==> src/rtl/if_fetch_ctrl.sv <==
// Instruction fetch controller: keeps one bus request outstanding, buffers one fetched
// instruction for IF/ID, and squashes in-flight fetches on a jump redirect.
module if_fetch_ctrl #(
    parameter logic [31:0] RESET_PC = 32'h0000_0000,
    parameter logic [31:0] INST_NOP = 32'h0000_0013
) (
    input  logic        clk,
    input  logic        rst,
    input  logic        jump_flag_i,
    input  logic [31:0] jump_addr_i,
    input  logic [2:0]  hold_flag_i,
    output logic        req_o,
    output logic [31:0] req_addr_o,
    input  logic        req_ready_i,
    input  logic        rsp_valid_i,
    input  logic [31:0] rsp_data_i,
    output logic [31:0] inst_o,
    output logic [31:0] inst_addr_o,
    output logic        inst_valid_o
);

    typedef enum logic [1:0] {StIdle, StReq, StWait} state_e;

    state_e      state_q;
    logic [31:0] pc_q;
    logic [31:0] resp_addr_q;
    logic        req_active_q;
    logic        discard_q;
    logic        jump_pend_q;
    logic [31:0] jump_tgt_q;
    logic        buf_valid_q;
    logic [31:0] buf_inst_q;
    logic [31:0] buf_addr_q;

    logic        consume;
    logic        accept;
    logic        stall;
    logic        rsp_take;
    logic [31:0] jump_tgt;

    always_comb begin
        consume  = buf_valid_q && (hold_flag_i < 3'd2) && !jump_flag_i;
        req_o    = (state_q == StReq) && (req_active_q || !buf_valid_q || consume)
                   && ((hold_flag_i == 3'd0) || req_active_q);
        accept   = req_o && req_ready_i;
        stall    = req_o && !req_ready_i;
        rsp_take = (state_q == StWait) && rsp_valid_i;
        jump_tgt = jump_addr_i & 32'hFFFF_FFFC;
    end

    assign req_addr_o   = pc_q;
    assign inst_o       = buf_valid_q ? buf_inst_q : INST_NOP;
    assign inst_addr_o  = buf_valid_q ? buf_addr_q : 32'd0;
    assign inst_valid_o = buf_valid_q;

    always_ff @(posedge clk or negedge rst) begin
        if (!rst) begin
            state_q      <= StIdle;
            pc_q         <= RESET_PC;
            resp_addr_q  <= 32'd0;
            req_active_q <= 1'b0;
            discard_q    <= 1'b0;
            jump_pend_q  <= 1'b0;
            jump_tgt_q   <= 32'd0;
            buf_valid_q  <= 1'b0;
            buf_inst_q   <= 32'd0;
            buf_addr_q   <= 32'd0;
        end else begin
            case (state_q)
                StIdle:  state_q <= StReq;
                StReq:   if (accept) state_q <= StWait;
                StWait:  if (rsp_valid_i) state_q <= StReq;
                default: state_q <= StIdle;
            endcase

            if (accept) begin
                req_active_q <= 1'b0;
                resp_addr_q  <= pc_q;
            end else if (stall) begin
                req_active_q <= 1'b1;
            end

            // A jump during a stalled request must not disturb req_addr_o, so the
            // target is parked and applied when the old request is accepted.
            if (jump_flag_i) begin
                if (stall) begin
                    jump_pend_q <= 1'b1;
                    jump_tgt_q  <= jump_tgt;
                end else begin
                    pc_q        <= jump_tgt;
                    jump_pend_q <= 1'b0;
                end
            end else if (accept) begin
                pc_q        <= jump_pend_q ? jump_tgt_q : pc_q + 32'd4;
                jump_pend_q <= 1'b0;
            end

            if (rsp_take) begin
                discard_q <= 1'b0;
            end else if (jump_flag_i && (stall || accept || state_q == StWait)) begin
                discard_q <= 1'b1;
            end

            if (jump_flag_i) begin
                buf_valid_q <= 1'b0;
            end else if (rsp_take && !discard_q) begin
                buf_valid_q <= 1'b1;
                buf_inst_q  <= rsp_data_i;
                buf_addr_q  <= resp_addr_q;
            end else if (consume) begin
                buf_valid_q <= 1'b0;
            end
        end
    end

endmodule

==> config.mk <==
export PLATFORM = sky130hd
export DESIGN_NAME = if_fetch_ctrl
export DESIGN_NICKNAME = d
export VERILOG_FILES = /design/src/rtl/if_fetch_ctrl.sv
export SDC_FILE = /design/constraint.sdc
export NUM_CORES = 1
export LEC_CHECK = 0
export ABC_AREA = 1
export BUFFER_PORTS_ARGS = -buffer_cell sky130_fd_sc_hd__buf_2
export CAP_MARGIN = 10
export CORE_MARGIN = 2
export CORE_UTILIZATION = 35
export DETAILED_ROUTE_END_ITERATION = 7
export REMOVE_ABC_BUFFERS = 1
export SYNTH_ARGS = -nofsm -noshare
export SYNTH_HDL_FRONTEND = slang
export SYNTH_SLANG_ARGS = --single-unit
==> constraint.sdc <==
create_clock -name clk -period 4.6 [get_ports clk]
set_input_delay 0.23 -clock clk [delete_from_list [all_inputs] [get_ports clk]]
set_output_delay 0.23 -clock clk [all_outputs]
set_load 0.005 [all_outputs]
==> impl_metrics.json, run 1 <==
{
  "design_area_mm2": 0.00979,
  "hold_slack_ps": 16.4,
  "ys_seq_area_share_pct": 49.3,
  "min_from": "rsp_data_i[16]",
  "critical_path_required_ps": 4920,
  "gp_congestion": 0.836,
  "grt_first_pass_wirelength_mm": 32.2,
  "finalSetupTns_ps": 0,
  "p_int_mw": 3.52,
  "ff2ff_path_depth": 11,
  "hold_depth": 2,
  "finalHoldViolCount": 0,
  "r2r-end": "req_addr_o[27]",
  "place_area_mm2": 0.00900,
  "timing.rr.start": "inst_valid_o",
  "rsz0062_at_grt": "no",
  "syn_inst": 989,
  "avgSynthCellArea_um2": 8.11,
  "worst_pin_slew_ps": 1140,
  "peakVddDrop_mv": 0.214,
  "pre_cts_slack_ps": 2270,
  "antenna_left": 0,
  "io_buffer_count": 163,
  "track_usage_pct": 16.7,
  "antennaDiodeCount": 0,
  "sw_frac_of_total_pct": 35.8,
  "p_per_area_mw_per_mm2": 561,
  "hold_path_end": "buf_inst_q[16]",
  "worstSetupPathType": "reg -> reg",
  "grt_max_degree": 80,
  "fp.dieW_um": 155,
  "drt-initial-drc-count": 383,
  "routed_via_density": 4.56,
  "wirelength_mm": 19.5,
  "post-route-period-util_pct": 47.5,
  "final.min_clock_period_ps": 2190,
  "power_frac_clock_pct": 28.5,
  "drv_cap": 0,
  "clk_latency_ps": 430,
  "syn_to_final_growth_pct": 22.0,
  "wl_per_cell_um": 13.5,
  "max_freq_mhz": 458,
  "dieArea_mm2": 0.0242,
  "die_h_um": 155,
  "setup_ws_ps": 2410,
  "dp_hpwl_mm": 13.4,
  "antenna_found_initial": 0,
  "cts_resized": 0,
  "synth-seq-cells": 158,
  "layout-drive-gt1-share_pct": 21.4,
  "leakage_nw": 5.61,
  "first_global_vias": 6355,
  "worstPathArrival_ps": 2510,
  "status": "complete, no violations",
  "ys_warn_count": 0,
  "start_util_pct": 35.5,
  "gr-total-overflow": 0,
  "drc": 0,
  "end_kind": "flip-flop",
  "postCtsSetupBuffers": 0,
  "synth_area_mm2": 0.00802,
  "maxSlewHeadroom_pct": 23.7,
  "synth_top_area_share_pct": 49.3,
  "fin_nets": 1218,
  "final_max_slew_viol_count": 0,
  "clk_pin_slew_worst_paths_ps": 70,
  "coreArea_mm2": 0.0226,
  "firstDrtPassIters": 5,
  "hold_path_class": "in -> reg",
  "cts-buffers-inserted": 17,
  "path_max_fanout": 48,
  "ys_types": 35,
  "postLayoutCoreUtil_pct": 43.4,
  "clockBufferDepth": 2,
  "combPwrFrac_pct": 28.0,
  "yosys-top-cells-area": "dfrtp_1 49%, nand2_1 15%, mux2_1 7.4%, inv_1 6.2%, nand3_1 3.1%",
  "vias": 6576,
  "cts_tree": "done",
  "cp-start-kind": "flip-flop",
  "clock-sinks": 158,
  "regToRegSetupSlack_ps": 2410,
  "skew_ps": 15.0,
  "num_rows": 55,
  "cts_root_buffer": "clkbuf_16",
  "yosys.area.top_type": "dfrtp_1",
  "h-tree-depth": 4,
  "ios": 170,
  "switchingPower_mw": 1.97,
  "critical_path.startpoint": "inst_valid_o",
  "setup_viol": 0,
  "seq_power_share_pct": 43.5
}
## worst max-delay path: stages (launching register included)
cell     delay (ps)
dfrtp_2         360
nand2_2          60
nand3_2          70
nand2_2          60
nand2_4          90
inv_4            50
nand2_4         390
nand2_4         260
inv_4           500
nor2_1           90
nand2_1          90
nand2_1          50
## how the worst max path moves through the flow
| stage | to | slack (ps) | depth (start not counted) |
|---|---|---|---|
| final | req_addr_o[27] | 2410 | 11 |
| after global routing | req_addr_o[31] | 2150 | 11 |
| after CTS | jump_tgt_q[29] | 2260 | 5 |
| after detailed placement | jump_tgt_q[26] | 2270 | 8 |
| after global placement | jump_tgt_q[5] | 2350 | 8 |
| after floorplan | req_addr_o[21] | 1930 | 11 |
## sequential cells by signal, summed over array words and instances, names as in the netlist, 2 cells and up
register and count:
req_addr_o 30, buf_addr_q 30, resp_addr_q 30, buf_inst_q 32, jump_tgt_q 30, state_q 2
## routing by layer
layer / GRT usage [%] / vias up / wire length (µm)
li1: - / 3386 / -
met1: 21.8 / 3008 / 8960
met2: 27.5 / 150 / 9250
met3: 3.15 / 32 / 789
met4: 6.86 / 0 / 513
met5: 0 / - / 0
## layout make-up
class / count / area (µm²)
clock inverter: 12 / 206
timing repair buffer: 182 / 1000
inverter: 138 / 526
tap: 285 / 357
fill: 2322 / 12800
multi-input combinational: 648 / 3290
sequential: 158 / 3960
clock buffer: 20 / 447
## cell families (layout without fill, tap and decap cells)
family	after synthesis	count (layout)	share of synthesized area, %
simple gates	469	469	25.2
other cells	1	4	0.0467
flops	158	158	49.3
fa+ha+maj	1	1	0.156
mux	54	54	7.58
compound gates	115	115	7.36
buf+inv	186	352	9.89
xor+xnor	5	5	0.546
## power by group through the flow
stage | Combinational, mW | Clock, mW | Sequential, mW
after detailed placement | 1.55 | 0 | 2.41
after global placement | 1.51 | 0 | 2.38
after global routing | 1.81 | 1.67 | 2.47
after floorplan | 1.01 | 0 | 2.30
final | 1.54 | 1.56 | 2.39
after CTS | 1.56 | 1.61 | 2.39
## synth_stat cells, drive strengths merged
cell type and number:
a21oi 23, and2 2, buf 27, clkbuf 21
clkinv 1, conb 1, dfrtp 158, ha 1
inv 137, mux2 54, nand2 329, nand3 52
nand4 3, nor2 79, nor3 1, o211ai 4
o21ai 86, o21bai 1, o31ai 1, or2 3
xnor2 4, xor2 1
## what timing repair did
| item | 4_1_cts | 5_1_grt |
|---|---|---|
| setup endpoints to repair | 0 | 0 |
| hold buffers | 11 | 0 |
| hold endpoints to repair | 87 | 0 |
## through the flow
step / total power, mW / std cells
6_report: 5.49 / 1443
5_1_grt: 5.95 / 1443
2_1_floorplan: 3.32 / 944
3_3_place_gp: 3.90 / 1399
3_5_place_dp: 3.96 / 1399
4_1_cts: 5.56 / 1442
## cells in the final DEF (no fill, tap or decap), types with 3 or more instances in the layout
cell type      instances
nand2_1              315
buf_2                162
dfrtp_1              157
inv_1                133
nor2_1                57
mux2_1                53
nand3_1               50
o21ai_0               47
o21ai_1               39
a21oi_1               23
clkbuf_16             17
nor2_2                14
dlygate4sd3_1         11
nand2_2                9
nor2_4                 7
buf_4                  7
nand2_4                5
bufinv_16              5
xnor2_1                4
o211ai_1               4
conb_1                 4
or2_2                  3
inv_4                  3
nand4_1                3
clkinv_4               3
Power figures use the tool's default switching activity.
==> inputs of run 2 (changes only) <==
==> constraint.sdc (replaced) <==
create_clock -name clk -period 2 [get_ports clk]
set_input_delay 0.1 -clock clk [delete_from_list [all_inputs] [get_ports clk]]
set_output_delay 0.1 -clock clk [all_outputs]
set_load 0.005 [all_outputs]
==> run 2 against run 1 <==
Effect of this change:
- clock-buffer cell count is 1 higher
- routed wire length is 2.4% higher
- register-to-register slack worse by 2100 ps
- worst setup slack worse by 2300 ps
- worst hold slack better by 3.3 ps
- die area stayed put
- critical path depth is 7 lower
- clock skew is 6.6 ps lower
==> impl_metrics.json, run 2 (synthesis results as in run 1) <==
{
  "gp_congestion": 0.842,
  "cts_root_buffer": "clkbuf_16",
  "max_freq_mhz": 535,
  "drt-initial-drc-count": 428,
  "layout-drive-gt1-share_pct": 21.1,
  "setup_viol": 0,
  "syn_to_final_growth_pct": 30.1,
  "ios": 170,
  "cp-start-kind": "flip-flop",
  "fp.dieW_um": 155,
  "gr-total-overflow": 0,
  "pre_cts_slack_ps": 292,
  "final.min_clock_period_ps": 1870,
  "cts-buffers-inserted": 17,
  "firstDrtPassIters": 4,
  "grt_first_pass_wirelength_mm": 33.0,
  "dp_hpwl_mm": 13.6,
  "num_rows": 55,
  "fin_nets": 1282,
  "worstSetupPathType": "reg -> out",
  "drc": 0,
  "final_cell_mix": "315 x nand2_1, 162 x buf_2, 157 x dfrtp_1",
  "maxSlewHeadroom_pct": 62.7,
  "worst_pin_slew_ps": 559,
  "antennaDiodeCount": 0,
  "antenna_found_initial": 0,
  "rsz0062_at_grt": "no",
  "first_global_vias": 6549,
  "grt_max_degree": 64,
  "skew_ps": 8.44,
  "status": "complete, no violations",
  "finalHoldViolCount": 0,
  "final_max_slew_viol_count": 0,
  "hold_path_end": "inst_valid_o",
  "critical_path_required_ps": 1900,
  "clk_pin_slew_worst_paths_ps": 60,
  "timing.rr.start": "req_addr_o[3]",
  "io_buffer_count": 163,
  "clk_latency_ps": 430,
  "wirelength_mm": 20.0,
  "finalSetupTns_ps": 0,
  "hold_path_class": "in -> reg",
  "worstPathArrival_ps": 1770,
  "end_kind": "output pin",
  "die_h_um": 155,
  "antenna_left": 0,
  "h-tree-depth": 4,
  "peakVddDrop_mv": 0.529,
  "final_common_cell": "nand2_1",
  "cts_tree": "done",
  "regToRegSetupSlack_ps": 280,
  "ff2ff_path_depth": 10,
  "hold_depth": 3,
  "min_from": "hold_flag_i[2]",
  "track_usage_pct": 17.2,
  "r2r-end": "req_addr_o[30]",
  "dieArea_mm2": 0.0242,
  "vias": 6737,
  "setup_ws_ps": 133,
  "largest_register": "buf_inst_q",
  "routed_via_density": 4.47,
  "coreArea_mm2": 0.0226,
  "clockBufferDepth": 2,
  "p_per_area_mw_per_mm2": 1220,
  "drv_cap": 0,
  "leakage_nw": 5.90,
  "clock-sinks": 158,
  "start_util_pct": 35.5,
  "wl_per_cell_um": 13.3,
  "largest_register_ffs": 32,
  "post-route-period-util_pct": 93.4,
  "path_max_fanout": 61
}
run 2: changes by cell type in the layout (fill, tap and decap cells not counted):
cell	previous run	this run
clkinv_2	1	0
buf_6	1	2
clkbuf_1	2	1
dlygate4sd3_1	11	66
buf_4	7	12
clkinv_4	3	5
inv_6	2	1
clkbuf_8	1	3
buf_12	1	4
bufinv_16	5	4
run 2: timing repair:
action	4_1_cts	5_1_grt
endpoints found under the hold margin	122	0
hold buffers	66	0
resized for setup	1	0
buffers inserted	0	0
endpoints found under the setup margin	3	0
run 2: final cells by class:
class / instances / area (µm²)
clock buffers: 21 / 470
clock inverters: 11 / 180
fillers: 2264 / 12100
inverters: 138 / 526
multi-input cells: 648 / 3290
flip-flops and latches: 158 / 3960
well taps: 285 / 357
repair buffers: 246 / 1660
run 2: metrics by stage:
| stage | instance area, µm² | cells | hold WS [ps] | total power [mW] | utilization (%) |
|---|---|---|---|---|---|
| 6_report | 10400 | 1507 | 19.7 | 12.8 | 46.3 |
| 5_1_grt | 10400 | 1507 | 64.2 | 13.8 | 46.3 |
| 4_1_cts | 10400 | 1507 | 0.724 | 12.9 | 46.3 |
| 3_5_place_dp | 9130 | 1409 | 64.7 | 9.20 | 40.4 |
| 3_3_place_gp | 9130 | 1409 | 62.3 | 9.10 | 40.4 |
| 2_1_floorplan | 7770 | 944 | -196 | 7.63 | - |
run 2: power breakdown:
group	total, mW	leakage (nW)	internal [mW]	switching, mW
Combinational	3.74	3.57	1.54	2.19
Clock	3.55	0.314	2.20	1.35
Sequential	5.48	2.02	4.46	1.02
Total	12.8	5.90	8.21	4.56
run 2: layer usage:
metal / track usage, % / up-vias / part of all wire, %
met5: 0 / - / 0
met4: 6.90 / 0 / 2.2
met3: 2.67 / 31 / 3.4
met2: 28.2 / 157 / 47
met1: 23.0 / 3043 / 47
li1: - / 3506 / -
run 2: critical path, stage by stage (launching register included):
cell	delay (ps)
dfrtp_2	380
buf_6	390
inv_1	150
or2_2	300
buf_2	130
run 2: how the worst max path moves through the flow:
stage	from	to	slack (ps)
after CTS	inst_valid_o	inst_o[0]	70
after detailed placement	req_addr_o[3]	req_addr_o[30]	290
final	inst_valid_o	inst_o[0]	130
after global placement	req_addr_o[3]	req_addr_o[26]	320
after floorplan	inst_valid_o	req_addr_o[21]	-670
after global routing	inst_valid_o	inst_o[0]	5
==> inputs of run 3 (changes only) <==
--- a/config.mk
+++ b/config.mk
@@ -6,7 +6,7 @@
 export NUM_CORES = 1
 export LEC_CHECK = 0
 export ABC_AREA = 1
-export BUFFER_PORTS_ARGS = -buffer_cell sky130_fd_sc_hd__buf_2
+export BUFFER_PORTS_ARGS = -buffer_cell sky130_fd_sc_hd__clkbuf_2
 export CAP_MARGIN = 10
 export CORE_MARGIN = 2
 export CORE_UTILIZATION = 35
==> run 3 against run 2 <==
Effect of this change:
- register-to-register slack improved by 30 ps
- clock-buffer cell count is 2 higher
- critical endpoint is now inst_o[1]
- sequential share of layout area increased by 0.23 points
- sequential cell count unchanged
- combinational power about the same
- non-clock buffer count down 2
- highest routed layer unchanged
==> impl_metrics.json, run 3 (synthesis results as in run 1) <==
{
  "critical_path_required_ps": 1900,
  "finalSetupTns_ps": 0,
  "regArea_mm2": 0.00396,
  "finalHoldViolCount": 0,
  "critical_path.top_delay_family": "buffers and inverters",
  "largest_register_ffs": 32,
  "num_rows": 55,
  "path_cells": "clkbuf_8 -> inv_1 -> or2_2 -> clkbuf_2",
  "maxSlewHeadroom_pct": 62.7,
  "leakage_nw": 5.84,
  "r2r-end": "buf_inst_q[6]",
  "worstPathArrival_ps": 1710,
  "coreArea_mm2": 0.0226,
  "min_from": "hold_flag_i[2]",
  "track_usage_pct": 17.1,
  "rsz0062_at_grt": "no",
  "antenna_left": 0,
  "final_common_cell": "nand2_1",
  "drc": 0,
  "first_global_vias": 6344,
  "grt_first_pass_wirelength_mm": 32.8,
  "h-tree-depth": 4,
  "ff2ff_path_depth": 6,
  "cts_tree": "done",
  "clk_latency_ps": 420,
  "largest_register": "buf_inst_q",
  "peakVddDrop_mv": 0.482,
  "power_frac_clock_pct": 26.2,
  "gr-total-overflow": 0,
  "final_cell_mix": "315 x nand2_1, 162 x clkbuf_2, 157 x dfrtp_1",
  "pre_cts_slack_ps": 307,
  "final_max_slew_viol_count": 0,
  "sw_frac_of_total_pct": 36.3,
  "timing.rr.start": "state_q[0]",
  "start_util_pct": 35.5,
  "clockBufferDepth": 2,
  "die_h_um": 155,
  "cp-start-kind": "flip-flop",
  "p_int_mw": 7.95,
  "drv_cap": 0,
  "wl_per_cell_um": 13.3,
  "final.min_clock_period_ps": 1810,
  "dp_hpwl_mm": 13.6,
  "multiInputGateArea_mm2": 0.00330,
  "syn_to_final_growth_pct": 29.4,
  "drt-initial-drc-count": 422,
  "slowest_stage": "dfrtp_2",
  "combPwrFrac_pct": 29.8,
  "antenna_found_initial": 0,
  "wirelength_mm": 20.0,
  "max_freq_mhz": 552,
  "worstSetupPathType": "reg -> out",
  "io_buffer_count": 163,
  "setup_viol": 0,
  "fin_nets": 1280,
  "slowest_delay_ps": 370,
  "fp.dieW_um": 155,
  "fin_cells": 1505,
  "worst_pin_slew_ps": 559,
  "dp_cells": 1407,
  "regToRegSetupSlack_ps": 310,
  "clock-sinks": 158,
  "switchingPower_mw": 4.53,
  "setup_ws_ps": 187,
  "cts_root_buffer": "clkbuf_16",
  "antennaDiodeCount": 0,
  "hold_path_class": "in -> reg",
  "p_per_area_mw_per_mm2": 1200,
  "path_max_fanout": 61,
  "hold_path_end": "inst_valid_o",
  "vias": 6720,
  "dieArea_mm2": 0.0242,
  "hold_depth": 3,
  "skew_ps": 6.93,
  "end_kind": "output pin",
  "post-route-period-util_pct": 90.6,
  "postCtsSetupBuffers": 0,
  "routed_via_density": 4.47,
  "grt_max_degree": 62,
  "firstDrtPassIters": 5,
  "n_fill_cell": 2256,
  "status": "complete, no violations",
  "layout-drive-gt1-share_pct": 20.9,
  "clk_pin_slew_worst_paths_ps": 60,
  "critPathBufInv": 3,
  "ios": 170,
  "cts-buffers-inserted": 17,
  "gp_congestion": 0.850,
  "seq_power_share_pct": 44.1
}
## run 3: cell types whose count changed in the layout (fill, tap and decap cells not counted)
| cell | change |
|---|---|
| buf_2 | -162 |
| clkbuf_2 | +162 |
| clkinv_4 | -4 |
| clkinv_2 | +3 |
| buf_4 | -2 |
| bufinv_16 | -2 |
| clkbuf_8 | +2 |
| buf_6 | -1 |
| clkbuf_1 | +1 |
| clkinvlp_4 | +1 |
| nand2_2 | -1 |
| nand2_4 | +1 |
## run 3: worst min-delay path, delay by kind of cell
family / cells / cell delay, ps
buf+inv: 1 / 70
simple gates: 1 / 50
compound gates: 1 / 180
## run 3: area by class of cell
class                   instances  share of cell area (%)
flip-flops and latches        158                    38.1
multi-input cells             648                    31.8
repair buffers                244                    15.9
inverters                     138                    5.06
clock buffers                  23                    4.70
well taps                     285                    3.44
clock inverters                 9                    1.04
## run 3: metal layers
metal	share of wire (%)	GRT usage [%]	vias up
met4	1.6	5.94	0
met1	48	23.0	3045
met3	3.4	2.51	19
met5	0	0	-
met2	47	28.2	155
li1	-	-	3501
## run 3: through the flow
step | cell area, µm² | hold WS, ps | total power [mW] | util, %
after CTS | 10400 | 15.4 | 12.6 | 46.0
after floorplan | 7770 | -196 | 7.63 | -
final | 10400 | 27.5 | 12.5 | 46.0
after global routing | 10400 | 11.3 | 13.5 | 46.0
after global placement | 9120 | 42.7 | 9.08 | 40.4
after detailed placement | 9120 | 45.9 | 9.20 | 40.4
## run 3: timing repair
action / CTS / global route
setup endpoints to repair: 3 / 1
gates resized for setup: 1 / 1
hold buffers: 66 / 0
endpoints found under the hold margin: 191 / 0
## run 3: power groups by stage
stage	clock [mW]	combinational (mW)	sequential, mW
final	3.27	3.71	5.49
after global routing	3.52	4.29	5.68
after CTS	3.38	3.77	5.50
after detailed placement	0	3.65	5.55
after global placement	0	3.57	5.50
after floorplan	0	2.33	5.30
## run 3: worst max path at each step
stage / start / to / slack [ps] / cells after the start
floorplan: inst_valid_o / req_addr_o[21] / -670 / 11
global placement: state_q[0] / buf_inst_q[12] / 340 / 6
detailed placement: state_q[0] / buf_inst_q[24] / 310 / 6
CTS: inst_valid_o / inst_o[4] / 100 / 4
global route: inst_valid_o / inst_o[1] / 30 / 4
finish: inst_valid_o / inst_o[1] / 190 / 4
